<file path="src/rtl/bus_arb_pkg.sv">
// Shared types for the two-requester generic bus arbiter.
// Latency: n/a (types and constants only).
// Backpressure: n/a.
package bus_arb_pkg;

    typedef enum logic [1:0] {
        IDLE   = 2'd0,
        GRANT0 = 2'd1,
        GRANT1 = 2'd2
    } arb_state_t;

    typedef logic arb_sel_t;

    localparam arb_sel_t SEL_M0 = 1'b0;
    localparam arb_sel_t SEL_M1 = 1'b1;

    // Generic bus geometry for one word of a block.
    localparam int ADDR_W = 32;
    localparam int WORD_W = 32;
    localparam int BE_W   = 4;

    // Grant state that serves the given requester.
    function automatic arb_state_t grant_state(input arb_sel_t sel);
        return (sel == SEL_M1) ? GRANT1 : GRANT0;
    endfunction

endpackage

</file>
<file path="src/rtl/bus_watchdog.sv">
// Transaction watchdog: counts stalled grant cycles and flags expiry at TIMEOUT_CYCLES.
// Latency: expired is combinational from the registered count; count self-clears after expiry.
// Backpressure: none; incr is sampled every cycle, clear has priority over incr.
module bus_watchdog #(
    parameter int TIMEOUT_CYCLES = 1024
) (
    input  logic CLK,
    input  logic nRST,
    input  logic clear,
    input  logic incr,
    output logic expired
);

    localparam int CNT_W = $clog2(TIMEOUT_CYCLES + 1);

    logic [CNT_W-1:0] count;

    assign expired = (count == CNT_W'(TIMEOUT_CYCLES));

    // Count stalled cycles; restart whenever the grant ends or the limit fires.
    always_ff @(posedge CLK or negedge nRST) begin
        if (!nRST) begin
            count <= '0;
        end else if (clear || expired) begin
            count <= '0;
        end else if (incr) begin
            count <= count + 1'b1;
        end
    end

endmodule

</file>
<file path="src/rtl/generic_bus_arbiter.sv">
// Round-robin arbiter sharing one downstream generic bus between fetch (m0) and data (m1); BUS_ARB_TIMEOUT_EN adds a watchdog.
// Latency: IDLE request reaches downstream next cycle; response returns combinationally; one IDLE bubble between transactions.
// Backpressure: requester holds its request while busy=1; downstream busy passes straight to the granted requester only.
module generic_bus_arbiter
    import bus_arb_pkg::*;
#(
    parameter int BLOCK_SIZE     = 1,
    parameter int TIMEOUT_CYCLES = 1024
) (
    input  logic                         CLK,
    input  logic                         nRST,
    // instruction-fetch requester
    input  logic [ADDR_W-1:0]            m0_addr,
    input  logic [WORD_W*BLOCK_SIZE-1:0] m0_wdata,
    input  logic [BE_W*BLOCK_SIZE-1:0]   m0_byte_en,
    input  logic                         m0_ren,
    input  logic                         m0_wen,
    output logic [WORD_W*BLOCK_SIZE-1:0] m0_rdata,
    output logic                         m0_busy,
    output logic                         m0_error,
    // data requester
    input  logic [ADDR_W-1:0]            m1_addr,
    input  logic [WORD_W*BLOCK_SIZE-1:0] m1_wdata,
    input  logic [BE_W*BLOCK_SIZE-1:0]   m1_byte_en,
    input  logic                         m1_ren,
    input  logic                         m1_wen,
    output logic [WORD_W*BLOCK_SIZE-1:0] m1_rdata,
    output logic                         m1_busy,
    output logic                         m1_error,
    // downstream memory port
    output logic [ADDR_W-1:0]            out_addr,
    output logic [WORD_W*BLOCK_SIZE-1:0] out_wdata,
    output logic [BE_W*BLOCK_SIZE-1:0]   out_byte_en,
    output logic                         out_ren,
    output logic                         out_wen,
    input  logic [WORD_W*BLOCK_SIZE-1:0] out_rdata,
    input  logic                         out_busy,
    input  logic                         out_error
);

    arb_state_t state;
    arb_sel_t   last_grant;
    arb_sel_t   sel;
    logic       granted;
    logic       req0;
    logic       req1;
    logic       req_sel;
    logic       expire;

    assign req0    = m0_ren | m0_wen;
    assign req1    = m1_ren | m1_wen;
    assign granted = (state == GRANT0) || (state == GRANT1);
    assign sel     = (state == GRANT1) ? SEL_M1 : SEL_M0;
    assign req_sel = (sel == SEL_M1) ? req1 : req0;

`ifdef BUS_ARB_TIMEOUT_EN
    logic wd_expired;

    bus_watchdog #(
        .TIMEOUT_CYCLES(TIMEOUT_CYCLES)
    ) u_watchdog (
        .CLK     (CLK),
        .nRST    (nRST),
        .clear   (!granted),
        .incr    (granted && out_busy),
        .expired (wd_expired)
    );

    assign expire = granted && wd_expired;
`else
    // Without the watchdog a hung target stalls the granted requester indefinitely.
    assign expire = 1'b0;
`endif

    // Grant FSM: arbitrate in IDLE, hold the grant until completion, drop, or watchdog expiry.
    always_ff @(posedge CLK or negedge nRST) begin
        if (!nRST) begin
            state      <= IDLE;
            last_grant <= SEL_M1;
        end else begin
            case (state)
                IDLE: begin
                    if (req0 && req1) begin
                        state <= grant_state(~last_grant);
                    end else if (req0) begin
                        state <= GRANT0;
                    end else if (req1) begin
                        state <= GRANT1;
                    end
                end
                GRANT0, GRANT1: begin
                    if (expire) begin
                        state      <= IDLE;
                        last_grant <= sel;
                    end else if (!req_sel) begin
                        // Abandoned request does not count as a turn.
                        state <= IDLE;
                    end else if (!out_busy) begin
                        state      <= IDLE;
                        last_grant <= sel;
                    end
                end
                default: state <= IDLE;
            endcase
        end
    end

    // Steer the granted requester downstream and return the response to it alone.
    always_comb begin
        out_addr    = '0;
        out_wdata   = '0;
        out_byte_en = '0;
        out_ren     = 1'b0;
        out_wen     = 1'b0;
        m0_busy     = 1'b1;
        m0_error    = 1'b0;
        m0_rdata    = '0;
        m1_busy     = 1'b1;
        m1_error    = 1'b0;
        m1_rdata    = '0;
        if (state == GRANT0) begin
            out_addr    = m0_addr;
            out_wdata   = m0_wdata;
            out_byte_en = m0_byte_en;
            out_ren     = m0_ren & ~expire;
            out_wen     = m0_wen & ~expire;
            m0_busy     = out_busy & ~expire;
            m0_error    = out_error | expire;
            m0_rdata    = expire ? '0 : out_rdata;
        end else if (state == GRANT1) begin
            out_addr    = m1_addr;
            out_wdata   = m1_wdata;
            out_byte_en = m1_byte_en;
            out_ren     = m1_ren & ~expire;
            out_wen     = m1_wen & ~expire;
            m1_busy     = out_busy & ~expire;
            m1_error    = out_error | expire;
            m1_rdata    = expire ? '0 : out_rdata;
        end
    end

endmodule

</file>
<file path="config.mk">
export PLATFORM = sky130hd
export DESIGN_NAME = generic_bus_arbiter
export DESIGN_NICKNAME = d
export VERILOG_FILES = /design/src/rtl/bus_arb_pkg.sv /design/src/rtl/bus_watchdog.sv /design/src/rtl/generic_bus_arbiter.sv
export SDC_FILE = /design/constraint.sdc
export NUM_CORES = 1
export LEC_CHECK = 0
export CAP_MARGIN = 30
export CORE_AREA = 5 5 118 120
export DETAILED_ROUTE_END_ITERATION = 12
export DIE_AREA = 0 0 123 125
export SLEW_MARGIN = 20
export SYNTH_ARGS = -nofsm -noshare
export SYNTH_HDL_FRONTEND = slang
export SYNTH_SLANG_ARGS = --single-unit
</file>
<file path="constraint.sdc">
create_clock -name CLK -period 4.7 [get_ports CLK]
set_input_delay 1.41 -clock CLK [delete_from_list [all_inputs] [get_ports CLK]]
set_output_delay 1.41 -clock CLK [all_outputs]
set_load 0.05 [all_outputs]
</file>
==> results.rst, run 1 <==
.. list-table::
   :header-rows: 1

   * - Metric
     - Value
   * - Outcome
     - completed
   * - Endpoints failing setup
     - 0
   * - Vias
     - 3231
   * - Largest net degree at the start of global routing
     - 71
   * - Leakage dissipation
     - 1.92 nW
   * - Total net switching power
     - ~2.2 mW
   * - Final hold viol count
     - 0
   * - Endpoint type of the worst setup path
     - output pin
   * - Number of remaining DRC errors
     - 0
   * - Placed Instances
     - 793
   * - Worst setup timing slack at the placement stage
     - 0.338 ns
   * - Maximum clock frequency
     - 0.230 GHz
   * - Utilization of the core after routing
     - roughly 39%
   * - Instance area at placement
     - 4880 sq um
   * - Final critical-path required period
     - roughly 4.3 ns
   * - Initial core utilization
     - 13.3%
   * - Vert. Die Dim
     - roughly 130 um
   * - Antenna violations before repair
     - 0
   * - Clock Latency Late Sink
     - around 0.22 ns
   * - Number of clock buffers inserted by TritonCTS
     - 3
   * - Weighted congestion at the end of routability-driven global placement
     - 0.847
   * - Standard-cell row count
     - 42
   * - Number of max-slew violations in the final report
     - 0
   * - Overall power consumption
     - 3.40 mW
   * - Syn avg cell area
     - 5.16 sq um
   * - Number of optimization iterations in the first detailed-route pass
     - 4
   * - Post-route antenna net violation count
     - 0
   * - Part of the power in registers
     - 1.6%
   * - RSZ-0062 raised after global routing
     - no
   * - Full die area
     - 15400 sq um
   * - Detailed-route wire length
     - 11.4 mm
   * - Final setup slack of the worst path
     - 0.350 ns
   * - Setup Skew
     - between 0.003 and 0.004 ns
   * - Critical Path RT
     - roughly 3.3 ns
   * - First-iteration detailed-routing DRC count
     - 91
   * - Max FO, Critical Path
     - 1
   * - Clock share of power
     - 4.0%
   * - Synthesis Warnings
     - 0
   * - Top-area cell type share of the netlist area
     - 29.6%
   * - Arrival time at the worst endpoint
     - around 3 ns
   * - Final non-filler cell area
     - 4960 sq um
   * - CTS max path bufs
     - 2
   * - First-pass GRT wire length
     - 16.3 mm
   * - Core region area
     - 12900 sq um
   * - Setup Total Neg Slack
     - 0 ns
   * - Critical Path Source Type
     - primary input
   * - Flop and latch count out of synthesis
     - 3
   * - Hold_ws
     - 0.627 ns
   * - Internal cell power
     - 1.17 mW
   * - Clock sink count
     - 3
   * - Synth top area cells
     - sky130_fd_sc_hd__nand2_1, sky130_fd_sc_hd__and2_1, sky130_fd_sc_hd__o21ai_0, sky130_fd_sc_hd__buf_2, sky130_fd_sc_hd__clkbuf_1
   * - Critical setup path kind
     - primary input to output pin
   * - Switching part of the total power
     - 65.5%
   * - Area growth from synthesis to layout
     - 190%
   * - Routed vias/inst
     - 4.05
   * - Fin crit share
     - between 90% and 100%
   * - Pwr per Cell Area
     - 686 nW/um^2
   * - Cells after synthesis
     - 331
   * - Number of hold buffers added after CTS
     - 0
   * - Post-CTS resize count
     - 0
   * - Worst-case headroom to the max-slew limit
     - 57.9%
   * - Number of diodes
     - 0
   * - Horizontal die dimension
     - 123 um
   * - Half-perimeter wire length after detailed placement
     - 9.57 mm
   * - Slew at the pin closest to its max-slew limit
     - 0.632 ns
   * - Cell area after technology mapping
     - 1710 sq um
   * - Clk slew on worst S/H paths
     - 0.03 ns
   * - Fraction of power consumed by combinational cells
     - 94.4%
   * - Net count of the finished layout
     - roughly 800
   * - Hold crit path type
     - flop to flop
   * - IR Drop Worst-Case VDD
     - roughly 0.31 mV
   * - Number of distinct library cell variants in the gate-level netlist after synthesis
     - 26
   * - Syn nets
     - 510
   * - Sequential share of the synthesized area
     - 4.47%
   * - GRT Overall Usage
     - 13.0%
   * - IO Port Bufs
     - roughly 310
   * - Maximum Capacitance Violations
     - 0
   * - Number of primary I/O pins
     - 314
   * - Via count of the first global-routing pass
     - 3198
   * - Cell accounting for the most synthesized area
     - sky130_fd_sc_hd__nand2_1
   * - Layout cells sized above 1
     - between 10% and 20%
   * - CTS tree
     - built
   * - Average wire per cell in the routed design
     - around 14 um
   * - Number of H-tree branching levels
     - 1
   * - Final standard cell count with taps included and fillers excluded
     - 797
   * - Post-CTS setup repair buffer count
     - 0
   * - Cell chosen for the clock root
     - sky130_fd_sc_hd__clkbuf_16
   * - Total congestion overflow
     - 0
-- per-layer routing --
layer | track usage [%] | wire [um]
met5 | 0 | 0
met4 | 2.87 | 245
met3 | 5.06 | 1460
met2 | 25.1 | 5660
met1 | 13.0 | 4040
-- placed cells by master, fill, tap and decap left out, types with 2 or more instances in the layout --
| master | n |
|---|---|
| sky130_fd_sc_hd__clkbuf_16 | 3 |
| sky130_fd_sc_hd__buf_12 | 6 |
| sky130_fd_sc_hd__nor2_1 | 2 |
| sky130_fd_sc_hd__nand2_1 | 135 |
| sky130_fd_sc_hd__clkdlybuf4s50_1 | 248 |
| sky130_fd_sc_hd__a22o_1 | 3 |
| sky130_fd_sc_hd__buf_4 | 63 |
| sky130_fd_sc_hd__nand2b_1 | 2 |
| sky130_fd_sc_hd__o2111ai_1 | 2 |
| sky130_fd_sc_hd__and2_1 | 66 |
| sky130_fd_sc_hd__dfrtp_1 | 2 |
| sky130_fd_sc_hd__inv_1 | 2 |
| sky130_fd_sc_hd__o211ai_1 | 2 |
| sky130_fd_sc_hd__nand4_1 | 2 |
| sky130_fd_sc_hd__o21ai_0 | 69 |
-- cell families (layout without fill, tap and decap cells) --
| logic type | after synthesis | in the layout | share of synthesized area (%) |
|---|---|---|---|
| compound gates | 80 | 80 | 25.5 |
| simple gates | 211 | 211 | 58.3 |
| buf+inv | 33 | 323 | 8.86 |
| mux | 1 | 1 | 0.659 |
| flops | 3 | 3 | 4.47 |
| fa+ha+maj | 3 | 3 | 2.20 |
-- worst max-delay path, stage by stage --
cell	delay [ns]
sky130_fd_sc_hd__clkdlybuf4s50_1	0.46
sky130_fd_sc_hd__nand2_1	0.04
sky130_fd_sc_hd__o21ai_0	0.18
sky130_fd_sc_hd__clkdlybuf4s50_1	0.85
-- cell type report --
type	count	area (sq um)
Fill cell	1349	7920
Timing Repair Buffer	317	3080
Multi-Input combinational cell	295	1500
Tap cell	176	220
Clock buffer	4	78.8
Sequential cell	3	76.3
Inverter	2	7.51
-- state kept, by name (all words and copies together) (netlist names) --
| register | count |
|---|---|
| last_grant | 1 |
| state | 2 |
-- power by group through the flow --
stage	clock [mW]	combinational (mW)	sequential, mW
after floorplan	0	2.13	0.0479
after global placement	0	3.23	0.0532
after detailed placement	0	3.25	0.0538
after CTS	0.139	3.26	0.0531
after global routing	0.142	3.38	0.0551
final	0.136	3.21	0.0530
-- synth_stat cells --
cell,instances
sky130_fd_sc_hd__buf_6,1
sky130_fd_sc_hd__o2111ai_1,2
sky130_fd_sc_hd__o21a_1,1
sky130_fd_sc_hd__nand2b_1,2
sky130_fd_sc_hd__clkbuf_2,3
sky130_fd_sc_hd__a22o_1,3
sky130_fd_sc_hd__nor4b_2,1
sky130_fd_sc_hd__dfstp_2,1
sky130_fd_sc_hd__nor3b_4,1
sky130_fd_sc_hd__o21ba_2,1
sky130_fd_sc_hd__o211ai_1,2
sky130_fd_sc_hd__and2_1,66
sky130_fd_sc_hd__o21ai_0,69
sky130_fd_sc_hd__nor3_1,1
sky130_fd_sc_hd__nor2_1,2
sky130_fd_sc_hd__nand2_1,135
sky130_fd_sc_hd__mux2_1,1
sky130_fd_sc_hd__inv_1,2
sky130_fd_sc_hd__nand4_1,2
sky130_fd_sc_hd__dfrtp_1,2
sky130_fd_sc_hd__clkbuf_1,14
sky130_fd_sc_hd__buf_2,13
sky130_fd_sc_hd__ha_1,3
sky130_fd_sc_hd__o31ai_1,1
sky130_fd_sc_hd__nor2b_1,1
sky130_fd_sc_hd__o22ai_1,1
-- final timing paths --
kind | end | depth (start not counted) | slack [ns] | from
worst max register to register | last_grant | 6 | 2.48 | state[0]
min in group asynchronous | state[0] | 1 | 1.38 | nRST
worst min register to register | state[1] | 2 | 0.63 | state[1]
worst max-delay path | out_addr[18] | 4 | 0.35 | m1_addr[18]
max in group asynchronous | last_grant | 1 | 3.09 | nRST
worst min-delay path | state[1] | 2 | 0.63 | state[1]
(Power assumes the default switching activity.)
==> run 2, diff against run 1 <==
RECOVER_POWER = 100   (was unset)
clock period = 5.4 ns   (was 4.7 ns; I/O delays follow)
==> results.rst, run 2 (synthesis gave the netlist of run 1 again) <==
.. list-table::
   :header-rows: 1

   * - Metric
     - Value
   * - Outcome
     - completed
   * - Hold crit path type
     - flop to flop
   * - Net count of the finished layout
     - 801
   * - Total congestion overflow
     - 0
   * - Full die area
     - 15400 sq um
   * - Post-CTS setup repair buffer count
     - 0
   * - Area growth from synthesis to layout
     - 195%
   * - Pwr per Cell Area
     - 559 nW/um^2
   * - Critical Path Source Type
     - primary input
   * - First-iteration detailed-routing DRC count
     - 82
   * - Final hold viol count
     - 0
   * - Horizontal die dimension
     - 123 um
   * - Commonest cells after routing, fill and taps aside
     - sky130_fd_sc_hd__clkdlybuf4s50_1, sky130_fd_sc_hd__dlygate4sd3_1, sky130_fd_sc_hd__nand2_1
   * - Initial core utilization
     - a little over an eighth
   * - Clock Latency Late Sink
     - 0.22 ns
   * - Slew at the pin closest to its max-slew limit
     - 0.734 ns
   * - Detailed-route wire length
     - 11.4 mm
   * - Final critical-path required period
     - slightly below 5 ns
   * - Number of diodes
     - 0
   * - Average wire per cell in the routed design
     - 14.3 um
   * - Critical Path RT
     - between 3 and 4 ns
   * - Largest net degree at the start of global routing
     - between 80 and 90
   * - Post-route antenna net violation count
     - 0
   * - Number of clock buffers inserted by TritonCTS
     - 3
   * - Ordered cell list for the critical path
     - clkdlybuf4s50_1 > nand2_1 > o21ai_0 > dlygate4sd3_1
   * - Maximum Capacitance Violations
     - 0
   * - IO Port Bufs
     - 313
   * - Placed Instances
     - 793
   * - Critical setup path kind
     - primary input to output pin
   * - First-pass GRT wire length
     - 16.8 mm
   * - Antenna violations before repair
     - 1
   * - Largest registers
     - state: 2 flops, last_grant: 1 flops
   * - Cell chosen for the clock root
     - sky130_fd_sc_hd__clkbuf_16
   * - GRT Overall Usage
     - 13.4%
   * - CTS tree
     - built
   * - Most common cell after layout, fill and taps aside
     - sky130_fd_sc_hd__clkdlybuf4s50_1
   * - Number of H-tree branching levels
     - 1
   * - Via count of the first global-routing pass
     - 3258
   * - Slowest cell on the critical path
     - sky130_fd_sc_hd__dlygate4sd3_1
   * - Maximum clock frequency
     - roughly 0.2 GHz
   * - Slowest cell delay on critical path
     - 0.91 ns
   * - Clock sink count
     - 3
   * - Instance area at placement
     - 4970 sq um
   * - Leakage dissipation
     - 2.15 nW
   * - Final non-filler cell area
     - 5040 sq um
   * - Utilization of the core after routing
     - approximately two fifths
   * - Max FO, Critical Path
     - 5
   * - Setup Skew
     - 0.00102 ns
   * - Number of primary I/O pins
     - 314
   * - Routed vias/inst
     - 4.08
   * - Half-perimeter wire length after detailed placement
     - around 9.6 mm
   * - Layout cells sized above 1
     - 2.09%
   * - Clk slew on worst S/H paths
     - 0.03 ns
   * - Vert. Die Dim
     - approximately 130 um
   * - Overall power consumption
     - 2.81 mW
   * - Setup Total Neg Slack
     - 0 ns
   * - Number of max-slew violations in the final report
     - 0
   * - Standard-cell row count
     - 42
   * - Number of optimization iterations in the first detailed-route pass
     - 4
   * - Register name with the most flops
     - state
   * - Endpoint type of the worst setup path
     - output pin
   * - Number of hold buffers added after CTS
     - 0
   * - Fin crit share
     - 92.1%
   * - Final standard cell count with taps included and fillers excluded
     - 797
   * - Number of flip-flops in the largest register
     - 2
   * - RSZ-0062 raised after global routing
     - no
   * - Arrival time at the worst endpoint
     - roughly 3.4 ns
   * - Post-CTS resize count
     - 0
   * - Endpoints failing setup
     - 0
   * - Weighted congestion at the end of routability-driven global placement
     - 0.816
   * - Core region area
     - 12900 sq um
   * - Worst-case headroom to the max-slew limit
     - 51.1%
   * - Vias
     - 3248
   * - Number of remaining DRC errors
     - 0
   * - IR Drop Worst-Case VDD
     - 0.250 mV
   * - CTS max path bufs
     - 2
==> run 2: cell count changes in the layout (fill, tap and decap cells not counted), sizes merged <==
cell | before | now
clkbuf | 4 | 5
clkdlybuf4s50 | 248 | 175
buf | 69 | 3
dlygate4sd3 | 0 | 138
==> run 2: per-stage QoR <==
stage / setup WS, ns / hold slack (ns)
floorplan: 1.03 / 0.559
global placement: 0.515 / 0.618
detailed placement: 0.469 / 0.641
CTS: 0.466 / 0.651
global route: 0.243 / 0.669
finish: 0.426 / 0.652
==> run 2: final timing paths <==
kind                                  from          to  slack (ns)  cells past startpoint
worst max-delay path                m1_wen     out_wen        0.43                      4
max in group asynchronous             nRST  last_grant        3.53                      1
worst min register to register  last_grant  last_grant        0.65                      1
min in group asynchronous             nRST    state[1]        1.65                      1
worst max register to register    state[0]  last_grant        3.22                      6
worst min-delay path            last_grant  last_grant        0.65                      1
==> run 2: critical path: cells and delay by family <==
family / cells / cell delay, ns
simple gates: 1 / 0.07
buf+inv: 2 / 1.49
compound gates: 1 / 0.17
==> run 2: cell type report <==
cell class / count / area [sq um]
clock buffer: 4 / 78.8
fill: 1360 / 7840
inverter: 2 / 7.51
multi-input combinational: 295 / 1490
sequential: 3 / 76.3
tap: 176 / 220
timing repair buffer: 317 / 3160
==> run 2: report_power, final <==
part	switching [mW]	internal, mW	leakage [nW]
logic	1.88	0.772	2.07
clock network	0.0190	0.0973	0.0382
registers	0.0113	0.0349	0.0362
total	1.91	0.904	2.15
==> run 2: layer usage <==
metal / GRT usage (%) / part of all wire [%]
met1: 13.9 / 36
met2: 25.6 / 50
met3: 4.74 / 12
met4: 2.74 / 1.5
met5: 0 / 0.11
==> run 3, diff against run 2 <==
ABC_CLOCK_PERIOD_IN_PS = 5400   (was unset)
CTS_CLUSTER_SIZE = 28   (was unset)
==> results of run 3 <==
Same layout as run 2: the final DEF is identical, and so are final timing and power.
